`src/rtl/initialization_sequencer.sv`:
```
// 8259A programming controller: ICW1..ICW4 sequencing, OCW1 mask, OCW2/OCW3 command decode. Optional macro CASCADE_EN enables ICW3/cascade.
// Latency: register updates visible one clock after the strobe; command pulses are high for the single clock after the OCW strobe.
// Backpressure: none; every strobe is accepted on the clock it is sampled, back-to-back strobes included.
module initialization_sequencer #(
    parameter logic [7:0] IMR_RESET_VALUE   = 8'h00,
    parameter logic       READ_SELECT_RESET = 1'b0
) (
    input  logic       clock,
    input  logic       reset_n,
    input  logic [7:0] internal_data_bus,
    input  logic       write_initial_command_word_1,
    input  logic       write_initial_command_word_2_4,
    input  logic       write_operation_control_word_1,
    input  logic       write_operation_control_word_2,
    input  logic       write_operation_control_word_3,
    output logic       init_done,
    output logic       level_or_edge_triggering_config,
    output logic       single_or_cascade_config,
    output logic [4:0] interrupt_vector_base,
    output logic [7:0] cascade_device_config,
    output logic       auto_eoi_config,
    output logic       buffered_master_or_slave_config,
    output logic       buffered_mode_config,
    output logic       special_fully_nest_config,
    output logic [7:0] interrupt_mask,
    output logic       special_mask_mode,
    output logic       read_register_isr_or_irr,
    output logic       priority_rotate_on_aeoi,
    output logic       eoi_pulse,
    output logic       eoi_specific,
    output logic       rotate_pulse,
    output logic       set_priority_pulse,
    output logic [2:0] command_level,
    output logic       poll_command
);

    localparam logic [1:0] CMD_READY = 2'd0;
    localparam logic [1:0] WAIT_ICW2 = 2'd1;
    localparam logic [1:0] WAIT_ICW3 = 2'd2;
    localparam logic [1:0] WAIT_ICW4 = 2'd3;

    logic [1:0] state;
    logic       ic4;
    logic       a0_write;
    logic       ocw_enable;
    logic       seq_single;

    // Both A0=1 strobes describe the same bus event; the sequence state decides its meaning.
    assign a0_write   = write_initial_command_word_2_4 | write_operation_control_word_1;
    assign ocw_enable = init_done && (state == CMD_READY) && !write_initial_command_word_1;

`ifdef CASCADE_EN
    assign seq_single = single_or_cascade_config;

    always_ff @(posedge clock or negedge reset_n) begin
        if (!reset_n) begin
            cascade_device_config <= 8'h00;
        end else if (!write_initial_command_word_1 && a0_write && state == WAIT_ICW3) begin
            cascade_device_config <= internal_data_bus;
        end
    end
`else
    // Without cascade support the sequencer always behaves as a single device.
    assign seq_single            = 1'b1;
    assign cascade_device_config = 8'h00;
`endif

    always_ff @(posedge clock or negedge reset_n) begin
        if (!reset_n) begin
            state                           <= CMD_READY;
            init_done                       <= 1'b0;
            ic4                             <= 1'b0;
            level_or_edge_triggering_config <= 1'b0;
            single_or_cascade_config        <= 1'b0;
            interrupt_vector_base           <= 5'h00;
            auto_eoi_config                 <= 1'b0;
            buffered_master_or_slave_config <= 1'b0;
            buffered_mode_config            <= 1'b0;
            special_fully_nest_config       <= 1'b0;
            interrupt_mask                  <= IMR_RESET_VALUE;
        end else if (write_initial_command_word_1) begin
            state                           <= WAIT_ICW2;
            init_done                       <= 1'b0;
            ic4                             <= internal_data_bus[0];
            level_or_edge_triggering_config <= internal_data_bus[3];
            single_or_cascade_config        <= internal_data_bus[1];
            auto_eoi_config                 <= 1'b0;
            buffered_master_or_slave_config <= 1'b0;
            buffered_mode_config            <= 1'b0;
            special_fully_nest_config       <= 1'b0;
            interrupt_mask                  <= IMR_RESET_VALUE;
        end else if (a0_write) begin
            case (state)
                WAIT_ICW2: begin
                    interrupt_vector_base <= internal_data_bus[7:3];
                    if (!seq_single) begin
                        state <= WAIT_ICW3;
                    end else if (ic4) begin
                        state <= WAIT_ICW4;
                    end else begin
                        state     <= CMD_READY;
                        init_done <= 1'b1;
                    end
                end
                WAIT_ICW3: begin
                    if (ic4) begin
                        state <= WAIT_ICW4;
                    end else begin
                        state     <= CMD_READY;
                        init_done <= 1'b1;
                    end
                end
                WAIT_ICW4: begin
                    auto_eoi_config                 <= internal_data_bus[1];
                    buffered_master_or_slave_config <= internal_data_bus[2];
                    buffered_mode_config            <= internal_data_bus[3];
                    special_fully_nest_config       <= internal_data_bus[4];
                    state                           <= CMD_READY;
                    init_done                       <= 1'b1;
                end
                default: begin
                    if (init_done) begin
                        interrupt_mask <= internal_data_bus;
                    end
                end
            endcase
        end
    end

    // OCW2/OCW3 command decode; pulses default low so each lasts exactly one clock.
    always_ff @(posedge clock or negedge reset_n) begin
        if (!reset_n) begin
            eoi_pulse                <= 1'b0;
            eoi_specific             <= 1'b0;
            rotate_pulse             <= 1'b0;
            set_priority_pulse       <= 1'b0;
            command_level            <= 3'd0;
            poll_command             <= 1'b0;
            special_mask_mode        <= 1'b0;
            read_register_isr_or_irr <= READ_SELECT_RESET;
            priority_rotate_on_aeoi  <= 1'b0;
        end else begin
            eoi_pulse          <= 1'b0;
            eoi_specific       <= 1'b0;
            rotate_pulse       <= 1'b0;
            set_priority_pulse <= 1'b0;
            command_level      <= 3'd0;
            poll_command       <= 1'b0;
            if (write_initial_command_word_1) begin
                special_mask_mode        <= 1'b0;
                read_register_isr_or_irr <= 1'b0;
                priority_rotate_on_aeoi  <= 1'b0;
            end else if (ocw_enable) begin
                if (write_operation_control_word_2) begin
                    command_level <= internal_data_bus[2:0];
                    case (internal_data_bus[7:5])
                        3'b001: eoi_pulse <= 1'b1;
                        3'b011: begin
                            eoi_pulse    <= 1'b1;
                            eoi_specific <= 1'b1;
                        end
                        3'b101: begin
                            eoi_pulse    <= 1'b1;
                            rotate_pulse <= 1'b1;
                        end
                        3'b111: begin
                            eoi_pulse    <= 1'b1;
                            rotate_pulse <= 1'b1;
                            eoi_specific <= 1'b1;
                        end
                        3'b110: set_priority_pulse <= 1'b1;
                        3'b100: priority_rotate_on_aeoi <= 1'b1;
                        3'b000: priority_rotate_on_aeoi <= 1'b0;
                        default: ;
                    endcase
                end
                if (write_operation_control_word_3) begin
                    if (internal_data_bus[6]) begin
                        special_mask_mode <= internal_data_bus[5];
                    end
                    if (internal_data_bus[1]) begin
                        read_register_isr_or_irr <= internal_data_bus[0];
                    end
                    poll_command <= internal_data_bus[2];
                end
            end
        end
    end

endmodule
```
`config.mk`:
```
export PLATFORM = sky130hd
export DESIGN_NAME = initialization_sequencer
export DESIGN_NICKNAME = d
export VERILOG_FILES = /design/src/rtl/initialization_sequencer.sv
export SDC_FILE = /design/constraint.sdc
export NUM_CORES = 1
export LEC_CHECK = 0
export CORE_MARGIN = 2
export CORE_UTILIZATION = 30
export CTS_BUF_LIST = sky130_fd_sc_hd__clkbuf_2
export DETAILED_ROUTE_END_ITERATION = 8
export MAX_ROUTING_LAYER = met4
export SLEW_MARGIN = 5
export SYNTH_ARGS = -nofsm -noshare
export SYNTH_HDL_FRONTEND = slang
export SYNTH_SLANG_ARGS = --single-unit
```
`constraint.sdc`:
```
create_clock -name clock -period 4.02 [get_ports clock]
set_input_delay 1.206 -clock clock [delete_from_list [all_inputs] [get_ports clock]]
set_output_delay 1.206 -clock clock [all_outputs]
set_load 0.005 [all_outputs]
```
# Yosys cells after proc, flatten, opt, wreduce, memory -nomap -nowiden

Index checks and enable logic that the tools add are counted.

Equal/unequal tests: 11
Muxes and demuxes: 58
Bitwise gates (word level): 2
Reduce and logical (&&, ||, !) cells: 28

Operators with widths:

| operator             | count |
|---|---|
| $mux W1              | 45 |
| $mux W8              | 4 |
| $reduce_and A3 Y1    | 6 |
| $reduce_bool A2 Y1   | 8 |
| $eq A3 B3 Y1 const B | 4 |
| $mux W3              | 3 |
| $mux W2              | 3 |
| $reduce_bool A3 Y1   | 2 |
| $reduce_or A2 Y1     | 3 |
| $eq A2 B2 Y1 const B | 2 |
| $pmux W1 S2          | 2 |
| $pmux W2 S2          | 1 |
| $reduce_and A2 Y1    | 2 |
| $reduce_or A4 Y1     | 1 |
| $eq A3 B1 Y1 const B | 1 |
| $eq A3 B2 Y1 const B | 1 |
| $logic_not A3 Y1     | 1 |
| $ne A3 B3 Y1 const B | 1 |
| $reduce_or A3 Y1     | 1 |
| $eq A2 B1 Y1 const B | 1 |
| $logic_and A1 B1 Y1  | 2 |
| $logic_not A2 Y1     | 1 |
| $ne A2 B1 Y1 const B | 1 |
| $logic_not A1 Y1     | 1 |
| other kinds (2)      | 2 |

Register bits: 34
Input port bits: 15
Output and inout port bits: 39
Logic and storage cells: 119

# Logic depth before layout (Yosys ltp)

Depth after elaboration: 6
Depth in mapped cells: 5
Mapped depth without buffers: 5

# Worst setup path after synthesis

OpenSTA, ideal clock, no wires.

Path kind: in2reg
Start point: input write_initial_command_word_1
End point: register interrupt_vector_base[0]
Library setup time: 0.125 ns
Data arrival time: 1.992 ns
Required time: 3.895 ns
Path slack: 1.904 ns
Cell stages on the path: 3
Path buffers: 1
Cells stage by stage: buf_2 nor3b_4 mux2_2

Word-level cells in the longest chain between the ends: 2

Ends and longest elaborated chain:

| item                        | line | source |
|---|---|---|
| start, declared             | 11   | `input logic write_initial_command_word_1,` |
| $not A1 Y1 (no line)        | --   |  |
| $reduce_and A3 Y1 (no line) | --   |  |
| end signal, assigned        | 95   | `interrupt_vector_base <= internal_data_bus[7:3];` |
| end, declared               | 19   | `output logic [4:0] interrupt_vector_base,` |

No other way between the ends.
A chain may end at the register's enable or synchronous reset.

# Final worst setup path

Start point: register init_done
End point: output init_done

RTL lines:

| item                   | line | source |
|---|---|---|
| start, declared        | 16   | `output logic init_done,` |
| start signal, assigned | 71   | `init_done <= 1'b0;` |
| start signal, assigned | 83   | `init_done <= 1'b0;` |
| start signal, assigned | 102  | `init_done <= 1'b1;` |

No word-level cell between the ends.

==> results.md <==
* Run status: complete, no violations
* Yosys top cell by area: dfrtp_1
* Vias/cell at around 4.4
* Initial antenna violation count at 0
* Die W at approximately 75 um
* Fmax at between 300 and 400 MHz
* Clock buffer depth at 2
* Most frequent cell after synthesis: dfrtp_1
* CTS tree: built
* Mapped cell area at about 1500 um^2
* Synth cell types at 26
* NumNets Final at between 150 and 200
* Setup violators final at 0
* Max-Cap Viols at 0
* Main synth FF type: dfrtp_1
* Clk root buf: clkbuf_2
* Maximum vdd drop at 0.197 mV
* Router iterations before antenna repair at 4
* Post-Route WL at 3260 um
* Port buffer count at 45
* Die footprint at about 5600 um^2
* Async set or reset register ratio after synthesis at 100%
* Top-Level Pins at 54
* Layout area overhead at 36.1%
* Die Ht at roughly 75 um
* Total CTS buffers at 5
* Vias in the first global route at about 1100
* Post-DP HPWL at around 2400 um
* Crit share post-route at 65.2%
* YS warnings at 0
* Worst Tran Pin Value at about 0.60 ns
* Syn Inst Count at 122
* PwrDens at 381 nW/um^2
* Worst Path Arrival at around 1.4 ns
* Clk sink count at 34
* Setup_tns at 0 ns
* Std-Cell Rows at 25
* Fin Clk Skew at approximately 0.019 ns
* Top cells by count, synth: 34 x dfrtp_1, 17 x nor2_1, 15 x mux2i_1
* Drt wl/cell at between 10 and 15 um
* Hold_buf cts at 0
* Drt drc at 0
* Crit path capture type: output pin
* Yosys top cell area share at 57.0%
* Syn_area_per_cell at 12.2 um^2
* N_diodes at 0
* Largest net degree at the start of global routing at 35
* Antenna Violating Nets Remaining at 0
* Min Tclk post-route at 2.62 ns
* Worst min path class: flip-flop to flip-flop
* Final Hold Violating Endpoints at 0
* Crit-path max FO at 7
* Clock H-tree levels at 2
* Crit Path Category: flip-flop to output pin
* Grt total ovfl at 0
* Setup ws final at 1.40 ns
* Flops & latches, synth at 34
* CP Data Required Time at 2.81 ns
* CP peak stage delay at about 0.54 ns
* Worst skew pair latency at 0.36 ns
* Total Routing Usage GR at 13.4%
* Relative slew slack at 59.7%
* Global-route wire length before repair at roughly 5300 um
* Final GP Congestion at between 0.7 and 0.8
* Crit-path leading delay family: buffers and inverters
* Clock-pin slew on the worst setup and hold paths at around 0.17 ns
* Startpoint types: flip-flop
* Initial cell density of the core at 31.4%
* Crit path buffers/inverters at 1
* Fraction of layout cells with a size suffix above 1 at between 10 and 15%
* Unrepaired setup endpoints after global routing: false
* Post-CTS setup buffers at 0
* Ranking of synthesized cells by area: dfrtp_1 57%, mux2i_1 10%, mux2_2 6.0%
* Post-synth EDFFs at 0
* LEAKAGE at approximately 0.98 nW
* Register area share after synthesis at a little under three fifths
* CP max stage cell: clkdlybuf4s50_1
* Core region area at around 4800 um^2
* Slew Viols, Final at 0
* Via count at about 1100
* Placement Setup Slack at 1.22 ns
* CP cell instances: clkdlybuf4s50_1
* PostCTS Resize Cnt at 0
* Initial DRC count at 81
[stage by stage]
stage               hold WS, ns  power (mW)  utilization, %  area, um^2  cells
floorplan                 0.504       0.519               -        1520    129
global placement          0.495       0.624            41.9        1990    232
detailed placement        0.500       0.630            41.9        1990    232
CTS                       0.539       0.783            42.8        2030    240
global route              0.579       0.830            42.8        2030    240
finish                    0.533       0.775            42.8        2030    240
[placed cells by master, fill, tap and decap left out]
cell type / count
nor3b_4: 1
nor2b_1: 2
o21ai_1: 1
o22ai_1: 2
inv_1: 3
a2bb2oi_1: 1
clkinv_2: 1
ha_1: 4
clkinv_1: 1
mux2_2: 8
nand3_1: 2
a211o_1: 1
clkdlybuf4s50_1: 45
nand2_1: 1
o211ai_1: 1
nand4_1: 2
buf_4: 2
a21oi_1: 2
dfrtp_1: 34
nor3_1: 1
conb_1: 8
nor3b_1: 2
and2_1: 5
nor2_1: 17
o211ai_2: 1
mux2i_1: 15
nand2b_1: 3
nor4_1: 1
clkbuf_2: 6
[power by group]
part           total [mW]  switching [mW]  internal [mW]  leakage [nW]
clock               0.153           0.110         0.0429        0.0304
sequential          0.406          0.0270          0.380         0.450
combinational       0.216          0.0870          0.129         0.495
[layer usage]
metal	vias up	routed length (um)	track usage, %
met5	-	0	-
met4	0	81	6.75
met3	6	136	3.93
met2	33	1570	19.2
met1	513	1470	17.2
li1	498	-	-
[cell type report]
cell class              instances  area, um^2
fillers                       452        2720
flip-flops and latches         34         851
multi-input cells              81         583
repair buffers                 47         465
well taps                      67        83.8
clock buffers                   6        30.0
inverters                       3        11.3
clock inverters                 2        8.76
[state kept, by name (all words and copies together) (netlist names)]
name and cells:
auto_eoi_config 1, buffered_master_or_slave_config 1, buffered_mode_config 1, command_level 3, eoi_pulse 1, eoi_specific 1
ic4 1, init_done 1, interrupt_mask 8, interrupt_vector_base 5, level_or_edge_triggering_config 1, poll_command 1
priority_rotate_on_aeoi 1, read_register_isr_or_irr 1, rotate_pulse 1, set_priority_pulse 1, single_or_cascade_config 1, special_fully_nest_config 1
special_mask_mode 1, state 2
[worst paths after layout]
kind / startpoint / end / slack, ns / cells past startpoint
max in group asynchronous: reset_n / interrupt_vector_base[4]$_DFFE_PN0P_ / 2.49 / 2
worst max-delay path: init_done$_DFFE_PN0P_ / init_done / 1.40 / 1
worst min-delay path: interrupt_vector_base[3]$_DFFE_PN0P_ / interrupt_vector_base[3]$_DFFE_PN0P_ / 0.53 / 1
worst min register to register: interrupt_vector_base[3]$_DFFE_PN0P_ / interrupt_vector_base[3]$_DFFE_PN0P_ / 0.53 / 1
min in group asynchronous: reset_n / command_level[1]$_DFF_PN0_ / 1.21 / 2
worst max register to register: state[0]$_DFFE_PN0P_ / eoi_specific$_DFF_PN0_ / 2.49 / 5
[logic make-up (layout without fill, tap and decap cells)]
logic type / after synthesis / in the layout / share of synthesized area [%]
other: 1 / 8 / 0.251
AOI/OAI and AO/OA: 9 / 9 / 4.35
muxes: 23 / 23 / 16.1
DFF: 34 / 34 / 57.0
adders and majority gates: 4 / 4 / 3.35
and+or+nand+nor: 37 / 37 / 13.2
buffers and inverters: 14 / 58 / 5.78
Power figures use the tool's default switching activity.
